[src/rtl/spi_slave_core.sv]
// -----------------------------------------------------------------------------
// spi_slave_core
// SPI slave endpoint. sck/ssn/mosi are oversampled in the clk_i domain through
// SYNC_STAGES-deep synchronizers; all four CPOL/CPHA modes, MSB first.
// A single-entry TX holding register feeds the shifter. When it is empty at a
// load point, DEFAULT_TX is shifted out and tx_underrun_o pulses.
//
// Optional build macro: SPI_SLV_RX_HOLD_EN
//   defined   : adds rx_ack_i / rx_overrun_o. rx_valid_o becomes a level that
//               is held until rx_ack_i. rx_overrun_o is sticky.
//   undefined : rx_valid_o is a one-cycle pulse.
//
// Ports
//   clk_i, rstn_i          system clock, async active-low reset
//   cpol_i, cpha_i         SPI mode, captured at frame start
//   sck_i, ssn_i, mosi_i   SPI pins from the master (asynchronous)
//   miso_o, miso_oe_o      SPI data to the master and its output enable
//   tx_valid_i/tx_ready_o/tx_data_i    TX byte handshake
//   rx_valid_o/rx_data_o               received byte
//   tx_underrun_o          pulse when DEFAULT_TX was loaded
// -----------------------------------------------------------------------------
module spi_slave_core #(
    parameter int                DATA_W      = 8,
    parameter logic [DATA_W-1:0] DEFAULT_TX  = {DATA_W{1'b1}},
    parameter int                SYNC_STAGES = 2
) (
    input  logic              clk_i,
    input  logic              rstn_i,
    input  logic              cpol_i,
    input  logic              cpha_i,
    input  logic              sck_i,
    input  logic              ssn_i,
    input  logic              mosi_i,
    output logic              miso_o,
    output logic              miso_oe_o,
    input  logic              tx_valid_i,
    output logic              tx_ready_o,
    input  logic [DATA_W-1:0] tx_data_i,
    output logic              rx_valid_o,
    output logic [DATA_W-1:0] rx_data_o,
`ifdef SPI_SLV_RX_HOLD_EN
    input  logic              rx_ack_i,
    output logic              rx_overrun_o,
`endif
    output logic              tx_underrun_o
);

    localparam int              CNT_W    = (DATA_W > 2) ? $clog2(DATA_W) : 1;
    localparam logic [CNT_W-1:0] CNT_LAST = CNT_W'(DATA_W - 1);

    typedef enum logic [0:0] {
        IDLE   = 1'b0,
        ACTIVE = 1'b1
    } state_e;

    state_e                  state_q;
    logic [SYNC_STAGES-1:0]  sck_sync_q;
    logic [SYNC_STAGES-1:0]  ssn_sync_q;
    logic [SYNC_STAGES-1:0]  mosi_sync_q;
    logic                    sck_prev_q;
    logic                    ssn_prev_q;
    logic                    cpol_q;
    logic                    cpha_q;
    logic [CNT_W-1:0]        bit_cnt_q;
    logic [DATA_W-1:0]       rx_shift_q;
    logic [DATA_W-1:0]       tx_shift_q;
    logic [DATA_W-1:0]       rx_data_q;
    logic                    rx_valid_q;
    logic                    miso_q;
    logic                    miso_oe_q;
    logic                    underrun_q;
    logic                    tx_ready_q;
    logic [DATA_W-1:0]       hold_q;
`ifdef SPI_SLV_RX_HOLD_EN
    logic                    rx_overrun_q;
`endif

    logic                    sck_s;
    logic                    ssn_s;
    logic                    mosi_s;
    logic                    sck_rise_s;
    logic                    sck_fall_s;
    logic                    ssn_fall_s;
    logic                    sample_s;
    logic                    shift_s;
    logic                    load_evt_s;
    logic [DATA_W-1:0]       load_byte_s;

    assign sck_s  = sck_sync_q[SYNC_STAGES-1];
    assign ssn_s  = ssn_sync_q[SYNC_STAGES-1];
    assign mosi_s = mosi_sync_q[SYNC_STAGES-1];

    assign miso_o        = miso_q;
    assign miso_oe_o     = miso_oe_q;
    assign tx_ready_o    = tx_ready_q;
    assign rx_valid_o    = rx_valid_q;
    assign rx_data_o     = rx_data_q;
    assign tx_underrun_o = underrun_q;
`ifdef SPI_SLV_RX_HOLD_EN
    assign rx_overrun_o  = rx_overrun_q;
`endif

    // Synchronizers for the asynchronous SPI pins plus edge-detect history.
    always_ff @(posedge clk_i or negedge rstn_i) begin
        if (!rstn_i) begin
            sck_sync_q  <= '0;
            ssn_sync_q  <= '1;
            mosi_sync_q <= '0;
            sck_prev_q  <= 1'b0;
            ssn_prev_q  <= 1'b1;
        end else begin
            sck_sync_q  <= {sck_sync_q[SYNC_STAGES-2:0], sck_i};
            ssn_sync_q  <= {ssn_sync_q[SYNC_STAGES-2:0], ssn_i};
            mosi_sync_q <= {mosi_sync_q[SYNC_STAGES-2:0], mosi_i};
            sck_prev_q  <= sck_s;
            ssn_prev_q  <= ssn_s;
        end
    end

    // Edge roles and shifter load events.
    always_comb begin
        sck_rise_s  = sck_s & ~sck_prev_q;
        sck_fall_s  = ~sck_s & sck_prev_q;
        ssn_fall_s  = ssn_prev_q & ~ssn_s;
        sample_s    = 1'b0;
        shift_s     = 1'b0;
        load_evt_s  = 1'b0;
        load_byte_s = tx_ready_q ? DEFAULT_TX : hold_q;
        if (state_q == ACTIVE) begin
            // Leading edge leaves the idle level cpol; cpha picks which edge samples.
            if (cpha_q) begin
                sample_s = cpol_q ? sck_rise_s : sck_fall_s;
                shift_s  = cpol_q ? sck_fall_s : sck_rise_s;
            end else begin
                sample_s = cpol_q ? sck_fall_s : sck_rise_s;
                shift_s  = cpol_q ? sck_rise_s : sck_fall_s;
            end
            // Reload for a following byte only while the frame continues.
            load_evt_s = sample_s & (bit_cnt_q == CNT_LAST) & ~ssn_s;
        end else begin
            load_evt_s = ssn_fall_s;
        end
    end

    // TX holding register; tx_ready_q doubles as its empty flag.
    always_ff @(posedge clk_i or negedge rstn_i) begin
        if (!rstn_i) begin
            tx_ready_q <= 1'b1;
            hold_q     <= '0;
        end else if (load_evt_s && !tx_ready_q) begin
            tx_ready_q <= 1'b1;
        end else if (tx_valid_i && tx_ready_q) begin
            hold_q     <= tx_data_i;
            tx_ready_q <= 1'b0;
        end else begin
            tx_ready_q <= tx_ready_q;
        end
    end

    // Frame FSM with shift registers and all registered outputs.
    always_ff @(posedge clk_i or negedge rstn_i) begin
        if (!rstn_i) begin
            state_q      <= IDLE;
            cpol_q       <= 1'b0;
            cpha_q       <= 1'b0;
            bit_cnt_q    <= '0;
            rx_shift_q   <= '0;
            tx_shift_q   <= '0;
            rx_data_q    <= '0;
            rx_valid_q   <= 1'b0;
            miso_q       <= 1'b0;
            miso_oe_q    <= 1'b0;
            underrun_q   <= 1'b0;
`ifdef SPI_SLV_RX_HOLD_EN
            rx_overrun_q <= 1'b0;
`endif
        end else begin
`ifdef SPI_SLV_RX_HOLD_EN
            if (rx_ack_i) begin
                rx_valid_q   <= 1'b0;
                rx_overrun_q <= 1'b0;
            end
`else
            rx_valid_q <= 1'b0;
`endif
            underrun_q <= load_evt_s & tx_ready_q;
            case (state_q)
                IDLE: begin
                    miso_oe_q <= 1'b0;
                    if (ssn_fall_s) begin
                        state_q   <= ACTIVE;
                        miso_oe_q <= 1'b1;
                        cpol_q    <= cpol_i;
                        cpha_q    <= cpha_i;
                        bit_cnt_q <= '0;
                        // cpha=0: the master samples the MSB on the very first edge.
                        if (cpha_i) begin
                            tx_shift_q <= load_byte_s;
                            miso_q     <= 1'b0;
                        end else begin
                            tx_shift_q <= {load_byte_s[DATA_W-2:0], 1'b0};
                            miso_q     <= load_byte_s[DATA_W-1];
                        end
                    end
                end
                ACTIVE: begin
                    if (sample_s) begin
                        rx_shift_q <= {rx_shift_q[DATA_W-2:0], mosi_s};
                        if (bit_cnt_q == CNT_LAST) begin
                            bit_cnt_q  <= '0;
                            rx_data_q  <= {rx_shift_q[DATA_W-2:0], mosi_s};
                            rx_valid_q <= 1'b1;
`ifdef SPI_SLV_RX_HOLD_EN
                            if (rx_valid_q && !rx_ack_i) begin
                                rx_overrun_q <= 1'b1;
                            end
`endif
                            // Full byte: its MSB goes out on the next shift edge.
                            if (!ssn_s) begin
                                tx_shift_q <= load_byte_s;
                            end
                        end else begin
                            bit_cnt_q <= bit_cnt_q + CNT_W'(1);
                        end
                    end
                    if (shift_s) begin
                        miso_q     <= tx_shift_q[DATA_W-1];
                        tx_shift_q <= {tx_shift_q[DATA_W-2:0], 1'b0};
                    end
                    // A partial byte is simply abandoned when ssn rises.
                    if (ssn_s) begin
                        state_q   <= IDLE;
                        miso_oe_q <= 1'b0;
                        miso_q    <= 1'b0;
                    end else begin
                        miso_oe_q <= 1'b1;
                    end
                end
                default: begin
                    state_q   <= IDLE;
                    miso_oe_q <= 1'b0;
                end
            endcase
        end
    end

endmodule
[config.mk]
export PLATFORM = sky130hd
export DESIGN_NAME = spi_slave_core
export DESIGN_NICKNAME = d
export VERILOG_FILES = /design/src/rtl/spi_slave_core.sv
export SDC_FILE = /design/constraint.sdc
export NUM_CORES = 1
export LEC_CHECK = 0
export BUFFER_PORTS_ARGS = -buffer_cell sky130_fd_sc_hd__buf_2
export CAP_MARGIN = 20
export CORE_MARGIN = 4
export CORE_UTILIZATION = 40
export DETAILED_ROUTE_END_ITERATION = 8
export PLACE_DENSITY = 0.71
export SLEW_MARGIN = 20
export SYNTH_ARGS = -nofsm -noshare
export SYNTH_HDL_FRONTEND = slang
export SYNTH_SLANG_ARGS = --single-unit
[constraint.sdc]
create_clock -name clk_i -period 2.19 [get_ports clk_i]
set_input_delay 0.438 -clock clk_i [delete_from_list [all_inputs] [get_ports clk_i]]
set_output_delay 0.438 -clock clk_i [all_outputs]
set_load 0.1 [all_outputs]
# Word-level counts from Yosys, hierarchy flattened
# Cells that the tools add are included.
# totals
inputBits,16
reg_bits,49
# classes
n_eq_ne,7
bitwise_logic,11
n_mux,33
n_reduce_logical,11
add_sub_neg,1
# ops
cell,n
$mux W8,7
$mux W1,19
$pmux W8 S2,1
$reduce_and A2 Y1,5
$mux W3,3
$and A1 B1 Y1,6
$ne A3 B1 Y1 const B,2
$ne A3 B2 Y1 const B,2
$pmux W3 S2,1
$not A1 Y1,5
$pmux W1 S2,2
$reduce_and A4 Y1,1
$add A3 B1 Y3 const B,1
$eq A3 B3 Y1 const B,1
$reduce_and A3 Y1,1
$logic_and A1 B1 Y1,2
$ne A2 B1 Y1 const B,1
$ne A2 B2 Y1 const B,1
$reduce_bool A2 Y1,1
$logic_not A1 Y1,1

# Depth between registers and ports, before layout
# Gate-level depths: netlist (run 1).
# depth
depth_word,11
depth_mapped,8
depth_no_buf,6

# Worst setup path before layout (run 1)
# OpenSTA, ideal clock, no wires.
# synth_timing
kind,flip-flop to flip-flop
startpoint,"register, netlist name miso_oe_o"
endpoint,register tx_shift_q[5]
required_ns,2.108
n_path_buf,1
synth_period_minus_slack_ns,2.102
slack_ns,0.088
t_arrival_ns,2.020
path_stages_with_launch,5
cell_sequence,dfrtp_1 -> clkbuf_1 -> nor3b_2 -> o32ai_1 -> a31oi_1
# synth_lines
element,line_no,source
"end signal, assigned",198,tx_shift_q <= load_byte_s;
"end signal, assigned",201,"tx_shift_q <= {load_byte_s[DATA_W-2:0], 1'b0};"
"end signal, assigned",220,tx_shift_q <= load_byte_s;
"end, declared",66,logic [DATA_W-1:0] tx_shift_q;

# Final worst setup path (run 1)
# layout_timing
startpoint,register cpol_q
endpoint,register rx_shift_q[0]
# layout_between
elab_chain_len,5
elab_cells_between_ends,6
classes_between,mux (5); reduce/logical (1)
# layout_rtl
element,line_no,source
"start, declared",62,logic cpol_q;
"start signal, assigned",193,cpol_q <= cpol_i;
"$mux W1, on equally long branches","135, 132",
$mux W1 *,131,if (cpha_q) begin
$mux W1 * (2 in a row),129,if (state_q == ACTIVE) begin
$reduce_and A2 Y1 (no source line) *,n/a,
"end signal, assigned",208,"rx_shift_q <= {rx_shift_q[DATA_W-2:0], mosi_s};"
"end, declared",65,logic [DATA_W-1:0] rx_shift_q;
# Every way passes the cells marked *; elsewhere a longest branch is shown, timed or not. The select of a mux whose other input is x is not followed.
# A chain may end at the register's enable or synchronous reset.

==> impl_metrics.env, run 1 <==
export IMPL_cts_root_buf="clkbuf_8"
export IMPL_ant_nets=0
export IMPL_fin_skew_ns=0.01054
export IMPL_vias_per_cell=5.265
export IMPL_final_util=0.4769
export IMPL_synthTopCellsByArea="dfrtp_1 51%, mux2_1 7.7%, mux2_2 5.1%, dfstp_2 4.8%, a31oi_1 4.0%"
export IMPL_clk_latency_ns=0.30
export IMPL_yosysTopAreaCell="dfrtp_1"
export IMPL_routed_wirelength_um=3934
export IMPL_power_mw=2.533
export IMPL_netlist_area_um2=2190
export IMPL_post_synth_top_count_cell="dfrtp_1"
export IMPL_max_slew_margin=0.6062
export IMPL_dp_cells=271
export IMPL_synth_top_flop_cell="dfrtp_1"
export IMPL_globalRouteMet1Util=0.1937
export IMPL_overflow=0
export IMPL_hpwl_um=2847
export IMPL_numCtsBuffers=5
export IMPL_clock_sinks=49
export IMPL_clk_path_buf_depth=2
export IMPL_grt_max_degree=50
export IMPL_max_vdd_ir_drop_mv=0.6613
export IMPL_nNetsFinal=226
export IMPL_busiest_layer="met2"
export IMPL_gp_congestion=0.7437
export IMPL_drcViolationCount=0
export IMPL_grt_util_all_layers=0.1371
export IMPL_start_util=0.4207
export IMPL_cts_tree="yes"
export IMPL_ys_top_cells_by_count="45 x dfrtp_1, 19 x nor2_1, 15 x mux2_1"
export IMPL_synth_cells=180
export IMPL_start_kind="flop"
export IMPL_dr_first_iter_drc_count=128
export IMPL_synthToLayoutAreaGrowth_pct=13.37
export IMPL_drive_gt1_frac=0.2871
export IMPL_cts_hold_buf=0
export IMPL_dieHeight_um=81.99
export IMPL_fillCellCount=498
export IMPL_synth_edf_count=0
export IMPL_cp_arrival_ns=2.18
export IMPL_async_reset_ff_frac=1.000
export IMPL_grt_pass1_vias=1435
export IMPL_synth_top_area_frac=0.5143
export IMPL_post_route_period_util=0.9120
export IMPL_grt_antenna_before_repair=0
export IMPL_yosysSeqAreaShare=0.5623
export IMPL_worstPathRequired_ns=2.37
export IMPL_use_met3=0.03399
export IMPL_grt_pass1_wl_um=6996
export IMPL_firstDrtPassIters=4
export IMPL_fin_worst_hold_slack_ns=0.2138
export IMPL_hold_viol=0
export IMPL_io_pins=29
export IMPL_rows=26
export IMPL_max_cap_violations=0
export IMPL_vias=1469
export IMPL_worstSetupEndpointType="flop"
export IMPL_htreeDepth=2
export IMPL_status="finished, final reports clean"
export IMPL_drt_wirelength_per_cell_um=14.10
export IMPL_tns_ns=0
export IMPL_leakage_nw=1.176
export IMPL_yosysWarnings=0
export IMPL_port_buffers=28
export IMPL_maxSlewViolCount=0
export IMPL_p_per_area_nw_per_um2=1020
export IMPL_ys_ff_latch=49
export IMPL_core_um2=5205
export IMPL_clk_pin_slew_ns=0.08
export IMPL_postCtsSetupRepairBufs=0
export IMPL_crit_type="reg -> reg"
export IMPL_worstMarginPinSlew_ns=0.5907
export IMPL_synth_cell_types=44
export IMPL_synthesis_nets=198
export IMPL_min_period_ns=1.997
export IMPL_die_w_um=81.99
export IMPL_antenna_cells=0
export IMPL_rsz0062_at_grt="no"
export IMPL_setup_viol=0
export IMPL_fmax_ghz=0.5007
export IMPL_hp_class="in -> async"
export IMPL_dieArea_um2=6722
export IMPL_grt_use_met2=0.2011
export IMPL_stdcell_count=279
export IMPL_crit_fanout=10
export IMPL_cts_repair_resized=0
export IMPL_avgSynthCellArea_um2=12.16
## state kept, by name, indices dropped and copies added (netlist names), 2 cells and up
register,count
bit_cnt_q,3
hold_q,8
sck_sync_q,2
rx_data_o,8
mosi_sync_q,2
rx_shift_q,7
tx_shift_q,8
ssn_sync_q,2
## per-layer routing
layer	vias up	part of all wire
li1	721	-
met1	696	0.49
met2	45	0.44
met3	7	0.056
met4	0	0.018
met5	-	0
## worst paths after layout
check                               from       endpoint  slack, ns  cells after the start
max                               cpol_q  rx_shift_q[0]       0.19                      4
min                               rstn_i   rx_data_o[2]       0.21                      2
max reg2reg                       cpol_q  rx_shift_q[0]       0.19                      4
min reg2reg                sck_sync_q[0]  sck_sync_q[1]       0.35                      0
max in group asynchronous         rstn_i  tx_shift_q[1]       1.57                      2
min in group clk_i                 ssn_i  ssn_sync_q[0]       0.23                      1
## worst max-delay path, stage by stage, from the launching register on
cell	delay, ns
dfrtp_1	0.44
xnor2_2	0.42
mux2_2	0.46
nand2_2	0.22
mux2_1	0.35
## kinds of logic after synthesis
logic type / share of synthesized area
flip-flops: 0.5623
XOR/XNOR: 0.01772
buffers and inverters: 0.03143
AO/OA/AOI/OAI: 0.1200
multiplexers: 0.1286
AND/OR/NAND/NOR: 0.1286
adder cells (fa/ha/maj): 0.01143
## cell usage in the layout (no fill, tap or decap), types with 2 or more instances in the layout
cell	instances
a31o_1	3
a31oi_1	14
and2b_1	2
and3_1	3
buf_2	28
buf_4	3
clkbuf_8	6
dfrtp_1	45
dfstp_2	4
ha_1	2
inv_1	3
mux2_1	15
mux2_2	10
nand2_1	7
nor2_1	18
nor2b_1	2
nor3_1	8
o32ai_1	8
## area by class of cell
type                    count  area [um2]  share of cell area
clock inverters             1       7.507            0.003024
multi-input cells         117       892.1              0.3594
clock buffers               7       86.33             0.03478
repair buffers             31       162.7             0.06552
inverters                   4       15.01            0.006048
well taps                  70       87.58             0.03528
flip-flops and latches     49        1231              0.4960
## stage by stage
stage	worst slack (ns)	cell area [um2]
final	0.1928	2482
after global routing	0.09311	2482
after CTS	0.1973	2480
after detailed placement	0.2234	2386
after global placement	0.2399	2386
after floorplan	0.08788	2190
## report_power, final
group	internal, mW	switching, mW
clock	0.257	0.278
sequential	1.15	0.196
combinational	0.292	0.362
No activity file was read; power rests on OpenSTA's default activity.
==> run 2: changes to the inputs <==
- CORE_ASPECT_RATIO: default -> 1.25
==> run 2 against run 1 <==
Global-route usage is 0.72 points lower. Non-clock buffer count unchanged. Highest routed layer unchanged. Die area grew 0.11%.
==> impl_metrics.env, run 2 (same netlist as run 1, synthesis figures left out) <==
export IMPL_status="finished, final reports clean"
export IMPL_grt_antenna_before_repair=0
export IMPL_crit_path_top_delay_cell="dfrtp_1"
export IMPL_crit_cells=6
export IMPL_dieHeight_um=90.72
export IMPL_dr_first_iter_drc_count=100
export IMPL_start_util=0.4220
export IMPL_drt_wirelength_per_cell_um=15.12
export IMPL_core_um2=5189
export IMPL_start_kind="flop"
export IMPL_crit_type="reg -> reg"
export IMPL_overflow=0
export IMPL_drive_gt1_frac=0.2775
export IMPL_synthToLayoutAreaGrowth_pct=12.86
export IMPL_max_vdd_ir_drop_mv=0.6146
export IMPL_fin_skew_ns=0.009873
export IMPL_cp_arrival_ns=2.19
export IMPL_gp_congestion=0.7676
export IMPL_postCtsSetupRepairBufs=0
export IMPL_antenna_cells=0
export IMPL_min_period_ns=1.974
export IMPL_max_cap_violations=0
export IMPL_clk_latency_ns=0.30
export IMPL_maxSlewViolCount=0
export IMPL_p_per_area_nw_per_um2=1009
export IMPL_rsz0062_at_grt="no"
export IMPL_worstMarginPinSlew_ns=0.5783
export IMPL_dpl_cell_area_um2=2389
export IMPL_dieArea_um2=6729
export IMPL_cts_root_buf="clkbuf_8"
export IMPL_grt_util_all_layers=0.1299
export IMPL_crit_fanout=8
export IMPL_slowest_delay_ns=0.41
export IMPL_setup_viol=0
export IMPL_nNetsFinal=226
export IMPL_drcViolationCount=0
export IMPL_critPathMostFrequentCell="ha_1"
export IMPL_worstPathRequired_ns=2.40
export IMPL_die_w_um=74.18
export IMPL_rr_worst_depth=6
export IMPL_grt_pass1_vias=1378
export IMPL_clk_pin_slew_ns=0.09
export IMPL_routed_wirelength_um=4097
export IMPL_grt_max_degree=29
export IMPL_clock_sinks=49
export IMPL_vias=1505
export IMPL_post_route_period_util=0.9014
export IMPL_layout_common_cells="45 x dfrtp_1, 28 x buf_2, 18 x nor2_1, 15 x mux2_1, 14 x a31oi_1"
export IMPL_max_slew_margin=0.6137
export IMPL_clk_path_buf_depth=2
export IMPL_ant_nets=0
export IMPL_firstDrtPassIters=4
export IMPL_hpwl_um=2867
export IMPL_leakage_nw=1.175
export IMPL_hold_viol=0
export IMPL_port_buffers=28
export IMPL_io_pins=29
export IMPL_critPathBufInv=0
export IMPL_final_area_um2=2471
export IMPL_grt_pass1_wl_um=6782
export IMPL_tns_ns=0
export IMPL_stdcell_count=271
export IMPL_cpLargestDelayFamily="simple AND/OR/NAND/NOR gates"
export IMPL_vias_per_cell=5.554
export IMPL_crit_chain="ha_1, ha_1, and2b_1, o221a_1, or2_0, a31oi_1"
export IMPL_numCtsBuffers=5
export IMPL_fillCellCount=475
export IMPL_worstSetupEndpointType="flop"
export IMPL_cts_tree="yes"
export IMPL_rows=29
export IMPL_mostFrequentLayoutCell="dfrtp_1"
export IMPL_fmax_ghz=0.5066
export IMPL_dp_cells=263
export IMPL_htreeDepth=2
export IMPL_hp_class="in -> async"
[run 2: where the power goes]
part | total [mW] | internal (mW) | switching [mW]
Clock | 0.495 | 0.227 | 0.268
Sequential | 1.35 | 1.15 | 0.200
Combinational | 0.650 | 0.293 | 0.357
[run 2: final cells by class]
cell class | instances | area [um2] | area share
timing repair buffer | 31 | 175.2 | 0.07089
multi-input combinational | 117 | 892.1 | 0.3610
tap | 62 | 77.57 | 0.03139
inverter | 4 | 15.01 | 0.006076
sequential | 49 | 1231 | 0.4982
clock buffer | 8 | 80.08 | 0.03241
[run 2: per-layer routing]
layer  global-route usage  wire length [um]
met1               0.1794              1859
met2               0.1916              1885
met3              0.02895               262
met4              0.05891                90
met5                    0                 0
[run 2: path summary, 6_finish.rpt]
kind                       slack (ns)           start        endpoint
min reg2reg                      0.35  mosi_sync_q[0]  mosi_sync_q[1]
max reg2reg                      0.22    bit_cnt_q[0]   tx_shift_q[6]
min in group clk_i               0.24           ssn_i   ssn_sync_q[0]
min                              0.11          rstn_i   tx_shift_q[7]
max                              0.22    bit_cnt_q[0]   tx_shift_q[6]
max in group asynchronous        1.49          rstn_i      tx_ready_o
[run 2: what timing repair did]
item,4_1_cts,5_1_grt
endpoints found under the setup margin,0,1
gates resized for setup,0,1
hold buffers,0,0
[run 2: per-stage QoR]
step                worst slack, ns  utilization  total power, mW  hold slack, ns
finish                       0.2159       0.4762            2.494          0.1076
global route                 0.1110       0.4762            2.649          0.1437
CTS                         0.07974       0.4758            2.509          0.1226
detailed placement          0.09229       0.4603            2.011          0.3347
global placement             0.1377       0.4603            1.988          0.3341
floorplan                   0.08788            -            1.849          0.1424
